<file path="src/rtl/s2p_if.sv">
// Bundle of the s2p serial-side inputs and parallel-side handshake outputs.
// The slave modport is the receiver view; master is the driver/consumer view.
interface s2p_if #(
  parameter int unsigned WIDTH = 8
) ();
  logic             d_in;
  logic             shift;
  logic             clear;
  logic             ack;
  logic [WIDTH-1:0] d_out;
  logic             valid;
  logic             busy;
  logic             overrun;
  logic             par_err;

  modport master (
    output d_in, shift, clear, ack,
    input  d_out, valid, busy, overrun, par_err
  );

  modport slave (
    input  d_in, shift, clear, ack,
    output d_out, valid, busy, overrun, par_err
  );
endinterface

</file>
<file path="src/rtl/s2p.sv">
// LSB-first serial-to-parallel receiver with valid/ack handshake and sticky overrun.
// Define PARITY_CHECK_EN to receive a trailing parity bit per frame and report par_err.
module s2p #(
  parameter int unsigned WIDTH      = 8,
  parameter int unsigned PARITY_ODD = 0
) (
  input logic  clk,
  input logic  rst_n,
  s2p_if.slave bus
);

  localparam int unsigned CntW = $clog2(WIDTH + 1);
`ifdef PARITY_CHECK_EN
  localparam int unsigned Frame = WIDTH + 1;
`else
  localparam int unsigned Frame = WIDTH;
`endif
  localparam logic [CntW-1:0] LastCnt = CntW'(Frame - 1);

  typedef enum logic [0:0] {StIdle, StRecv} state_e;

  state_e           state_q, state_d;
  logic [CntW-1:0]  cnt_q, cnt_d;
  logic [WIDTH-1:0] sr_q, sr_d;
  logic [WIDTH-1:0] d_out_q, d_out_d;
  logic             valid_q, valid_d;
  logic             overrun_q, overrun_d;
  logic [WIDTH-1:0] shifted;
  logic [WIDTH-1:0] word;
  logic             complete;

  assign shifted = {bus.d_in, sr_q[WIDTH-1:1]};

`ifdef PARITY_CHECK_EN
  // The final strobe carries the parity bit, so the data is already complete in sr.
  assign word = sr_q;
`else
  assign word = shifted;
`endif

  always_comb begin
    state_d   = state_q;
    cnt_d     = cnt_q;
    sr_d      = sr_q;
    d_out_d   = d_out_q;
    valid_d   = valid_q;
    overrun_d = overrun_q;
    complete  = 1'b0;

    if (bus.clear) begin
      state_d   = StIdle;
      cnt_d     = '0;
      sr_d      = '0;
      valid_d   = 1'b0;
      overrun_d = 1'b0;
    end else begin
      if (bus.ack) begin
        valid_d = 1'b0;
      end
      if (bus.shift) begin
        unique case (state_q)
          StIdle: begin
            sr_d    = shifted;
            cnt_d   = CntW'(1);
            state_d = StRecv;
          end
          StRecv: begin
            if (cnt_q == LastCnt) begin
              complete = 1'b1;
              d_out_d  = word;
              valid_d  = 1'b1;
              sr_d     = '0;
              cnt_d    = '0;
              state_d  = StIdle;
              if (valid_q && !bus.ack) begin
                overrun_d = 1'b1;
              end
            end else begin
              sr_d  = shifted;
              cnt_d = cnt_q + CntW'(1);
            end
          end
          default: state_d = StIdle;
        endcase
      end
    end
  end

  always_ff @(posedge clk or negedge rst_n) begin
    if (!rst_n) begin
      state_q   <= StIdle;
      cnt_q     <= '0;
      sr_q      <= '0;
      d_out_q   <= '0;
      valid_q   <= 1'b0;
      overrun_q <= 1'b0;
    end else begin
      state_q   <= state_d;
      cnt_q     <= cnt_d;
      sr_q      <= sr_d;
      d_out_q   <= d_out_d;
      valid_q   <= valid_d;
      overrun_q <= overrun_d;
    end
  end

`ifdef PARITY_CHECK_EN
  logic par_err_q, par_err_d;

  always_comb begin
    par_err_d = par_err_q;
    if (bus.clear) begin
      par_err_d = 1'b0;
    end else if (complete) begin
      par_err_d = ((^sr_q) ^ bus.d_in) != (PARITY_ODD != 0);
    end
  end

  always_ff @(posedge clk or negedge rst_n) begin
    if (!rst_n) begin
      par_err_q <= 1'b0;
    end else begin
      par_err_q <= par_err_d;
    end
  end

  assign bus.par_err = par_err_q;
`else
  // Bit 0 is shifted out with each sample and never read back without parity.
  logic unused_sr0;
  logic unused_parity_odd;
  logic unused_complete;
  assign unused_sr0        = sr_q[0];
  assign unused_parity_odd = (PARITY_ODD != 0);
  assign unused_complete   = complete;
  assign bus.par_err       = 1'b0;
`endif

  assign bus.d_out   = d_out_q;
  assign bus.valid   = valid_q;
  assign bus.busy    = (state_q == StRecv);
  assign bus.overrun = overrun_q;

endmodule

</file>
<file path="src/flat_wrapper.sv">
// flat-port wrapper written by rule: the top's interface ports become plain ports
module s2p_flat 
#(
  parameter int unsigned WIDTH      = 8,
  parameter int unsigned PARITY_ODD = 0
)
  (clk, rst_n, bus_d_in, bus_shift, bus_clear, bus_ack, bus_d_out, bus_valid, bus_busy, bus_overrun, bus_par_err);
  s2p_if #(.WIDTH(WIDTH)) bus_i ();
  input logic clk;
  input logic rst_n;
  input wire logic [$bits(bus_i.d_in)-1:0] bus_d_in;
  input wire logic [$bits(bus_i.shift)-1:0] bus_shift;
  input wire logic [$bits(bus_i.clear)-1:0] bus_clear;
  input wire logic [$bits(bus_i.ack)-1:0] bus_ack;
  output wire logic [$bits(bus_i.d_out)-1:0] bus_d_out;
  output wire logic [$bits(bus_i.valid)-1:0] bus_valid;
  output wire logic [$bits(bus_i.busy)-1:0] bus_busy;
  output wire logic [$bits(bus_i.overrun)-1:0] bus_overrun;
  output wire logic [$bits(bus_i.par_err)-1:0] bus_par_err;
  assign bus_i.d_in = bus_d_in;
  assign bus_i.shift = bus_shift;
  assign bus_i.clear = bus_clear;
  assign bus_i.ack = bus_ack;
  assign bus_d_out = bus_i.d_out;
  assign bus_valid = bus_i.valid;
  assign bus_busy = bus_i.busy;
  assign bus_overrun = bus_i.overrun;
  assign bus_par_err = bus_i.par_err;
  s2p #(.WIDTH(WIDTH), .PARITY_ODD(PARITY_ODD)) u_core (.clk(clk), .rst_n(rst_n), .bus(bus_i));
endmodule
</file>
<file path="config.mk">
export PLATFORM = sky130hd
export DESIGN_NAME = s2p_flat
export DESIGN_NICKNAME = d
export VERILOG_FILES = /design/src/rtl/s2p_if.sv /design/src/rtl/s2p.sv /design/src/flat_wrapper.sv
export SDC_FILE = /design/constraint.sdc
export NUM_CORES = 1
export LEC_CHECK = 0
export BUFFER_PORTS_ARGS = -buffer_cell sky130_fd_sc_hd__buf_2
export CAP_MARGIN = 25
export CORE_MARGIN = 4
export CORE_UTILIZATION = 51
export DETAILED_ROUTE_END_ITERATION = 10
export GPL_ROUTABILITY_DRIVEN = 0
export PLACE_DENSITY_LB_ADDON = 0.3
export SETUP_SLACK_MARGIN = 0.15
export SLEW_MARGIN = 20
export SYNTH_ARGS = -nofsm -noshare
export SYNTH_HDL_FRONTEND = slang
export SYNTH_SLANG_ARGS = --single-unit
</file>
<file path="constraint.sdc">
create_clock -name clk -period 1.83 [get_ports clk]
set_input_delay 0.2745 -clock clk [delete_from_list [all_inputs] [get_ports clk]]
set_output_delay 0.2745 -clock clk [all_outputs]
set_load 0.02 [all_outputs]
</file>
==> results.json <==
{
  "status": "finished, final reports clean",
  "switchingPower_mw": 0.1774,
  "clkLatencyLatePin_ns": 0.30,
  "start_util_pct": 56.59,
  "crit_slowest_cell": "dfrtp_1",
  "cts_root_buf": "clkbuf_4",
  "power_density_mw_per_mm2": 751.6,
  "p_leak_nw": 0.5543,
  "grtUsageMet2_pct": 20.00,
  "holdCritPathClass": "in2reg",
  "drc": 0,
  "hold_end": "u_core.sr_q[7]",
  "grt_first_pass_wirelength_um": 2635,
  "synthCells": 67,
  "worst-setup-path-type": "reg2reg",
  "antenna_left": 0,
  "grt_setup_unrepaired": "false",
  "nets": 96,
  "setup.worst_path.start_class": "flop",
  "synth_area_leaders": "dfrtp_1 61%, mux2_2 10%, a22o_1 7.8%",
  "busiest_layer": "met2",
  "hp-start": "bus_d_in",
  "fmax_ghz": 0.6301,
  "die_h_um": 50.06,
  "r2r_cells": 5,
  "yosys.area.top_type_share_pct": 61.03,
  "wl_um": 1532,
  "whs_ns": 0.2095,
  "synth_fp_nets": 74,
  "hold_viol": 0,
  "antenna_found_initial": 0,
  "grt_pass1_vias": 550,
  "syn2layout_area_growth_pct": 19.14,
  "fin_setup_tns_ns": 0,
  "synth_cell_types": 26,
  "cts_tree": "done",
  "yosys_warnings": 0,
  "diodes": 0,
  "via_per_inst": 5.188,
  "grt_use_total_pct": 13.88,
  "maxSlewHeadroom_pct": 61.74,
  "worstPathRequired_ns": 2.03,
  "fin_skew_ns": 0.002329,
  "timing.rr.start": "u_core.cnt_q[0]",
  "clk_path_buf_depth": 2,
  "ys_seq_area_share_pct": 61.03,
  "filler_cell_count": 125,
  "cp_cell_sequence": "ha_1 > nand3b_1 > nor3_4 > buf_12 > mux2_2",
  "fin_crit_sh_pct": 86.72,
  "clk_pin_slew_ns": 0.11,
  "portBuffers": 16,
  "report.final.slew_viol_count": 0,
  "drt_first_pass_iters": 4,
  "period_needed_ns": 1.587,
  "power.share.switching_pct": 21.96,
  "worst_pin_slew_ns": 0.5717,
  "fp-row-count": 14,
  "clkSinkCount": 22,
  "ys_seq_elements": 22,
  "use_met3_pct": 5.120,
  "path_max_fanout": 9,
  "dp_hpwl_um": 1069,
  "numCtsBuffers": 3,
  "die_area_mm2": 0.002506,
  "p_comb_share_pct": 5.9,
  "r2r_setup_slack_ns": 0.24,
  "clockPowerShare_pct": 32.2,
  "holdPathStages": 2,
  "syn_area_um2": 902.1,
  "internal_power_mw": 0.6304,
  "final_layout_size_suffix_gt1_share_pct": 37.50,
  "endpoint_kind": "flop",
  "io_pins": 18,
  "maxCapViolations": 0,
  "detail_route.wl_per_cell_um": 13.68,
  "yosysTopAreaCell": "dfrtp_1",
  "core_region_area_mm2": 0.001594,
  "ir_drop_mv": 0.6717,
  "avgSynthCellArea_um2": 13.46,
  "ctsHtreeMaxLevel": 1,
  "sequentialPowerShare_pct": 61.9,
  "met1_usage_pct": 19.34,
  "slowest_delay_ns": 0.41,
  "first_iter_violations": 12,
  "cp.arrival_ns": 1.79,
  "grt_max_degree": 23,
  "setup_viol": 0,
  "die_x_um": 50.06,
  "via_count": 581,
  "r2r-end": "u_core.bus.d_out[1]",
  "grt-ovfl-total": 0
}
==> metrics by stage <==
stage | instances | total power [mW] | cell area, um2 | setup slack, ns | utilization, %
global route | 112 | 0.8495 | 1075 | 0.1553 | 67.43
detailed placement | 106 | 0.5563 | 1008 | 0.09524 | 63.27
floorplan | 67 | 0.5339 | 902.1 | 0.2896 | -
CTS | 112 | 0.8205 | 1075 | 0.2478 | 67.43
finish | 112 | 0.8078 | 1075 | 0.2429 | 67.43
global placement | 106 | 0.5560 | 1008 | 0.1698 | 63.27
==> critical path, delay by kind of cell, from the launching register on <==
family | cells | cell delay, ns
adder cells (fa/ha/maj) | 1 | 0.24
AND/OR/NAND/NOR | 2 | 0.35
multiplexers | 1 | 0.33
buffers and inverters | 1 | 0.15
flip-flops | 1 | 0.41
==> power by group through the flow <==
stage | Combinational [mW] | Sequential [mW] | Clock (mW)
2_1_floorplan | 0.0238 | 0.510 | 0
3_3_place_gp | 0.0468 | 0.509 | 0
3_5_place_dp | 0.0470 | 0.509 | 0
4_1_cts | 0.0491 | 0.500 | 0.272
5_1_grt | 0.0545 | 0.501 | 0.294
6_report | 0.0480 | 0.500 | 0.260
==> synth_stat cells, drive strengths merged <==
library cell / instances
o41ai: 1
o21bai: 1
clkbuf: 1
nand2b: 2
ha: 1
dfrtp: 22
nor2: 1
nand3b: 1
nand2: 4
a21oi: 2
nand4b: 1
o21ai: 1
nor3: 2
nand3: 3
a31oi: 1
buf: 1
and4b: 1
inv: 1
a21o: 1
a22o: 8
conb: 1
or4: 1
nor2b: 1
mux2: 8
==> routing by layer <==
layer | up-vias | share of wire, %
li1 | 286 | -
met1 | 273 | 48
met5 | - | 0
met4 | 0 | 0.72
met3 | 3 | 6.2
met2 | 19 | 45
==> kinds of logic after synthesis <==
logic type	share of synthesized area (%)
multiplexers	9.987
AO/OA/AOI/OAI	12.76
flip-flops	61.03
adder cells (fa/ha/maj)	1.387
AND/OR/NAND/NOR	12.76
other	0.4157
buffers and inverters	1.664
==> layout by cell type (no fill, tap or decap), types with 2 or more instances in the layout <==
master / instances
a21oi_1: 2
nand2b_1: 2
clkbuf_4: 3
dfrtp_1: 22
buf_2: 16
mux2_2: 8
nand3_1: 3
a22o_1: 8
nand2_1: 3
==> layout make-up <==
class | count | area, um2 | area share [%]
flip-flops and latches | 22 | 550.5 | 51.22
multi-input cells | 42 | 336.6 | 31.32
repair buffers | 19 | 117.6 | 10.94
clock buffers | 4 | 36.28 | 3.376
well taps | 24 | 30.03 | 2.794
inverters | 1 | 3.754 | 0.3492
==> sequential cells by signal (all words and copies together) (netlist names) <==
name and cells:
u_core.cnt_q 4, u_core.bus.valid 1, u_core.bus.busy 1, u_core.bus.overrun 1
u_core.bus.d_out 8, u_core.sr_q 7
==> timing repair <==
item / in CTS / in global routing
hold endpoints to repair: 22 / 0
resized for setup: 0 / 0
setup endpoints to repair: 8 / 0
buffers inserted: 1 / 0
hold buffers: 1 / 0
==> how the worst max path moves through the flow <==
stage                               start                  end  slack [ns]
after global placement    u_core.cnt_q[0]  u_core.bus.d_out[3]        0.17
after CTS                 u_core.cnt_q[0]  u_core.bus.d_out[1]        0.25
after detailed placement  u_core.cnt_q[0]  u_core.bus.d_out[1]         0.1
after global routing      u_core.cnt_q[0]  u_core.bus.d_out[2]        0.16
final                     u_core.cnt_q[0]  u_core.bus.d_out[1]        0.24
after floorplan           u_core.cnt_q[0]  u_core.bus.d_out[7]        0.29
Power figures use the tool's default switching activity.
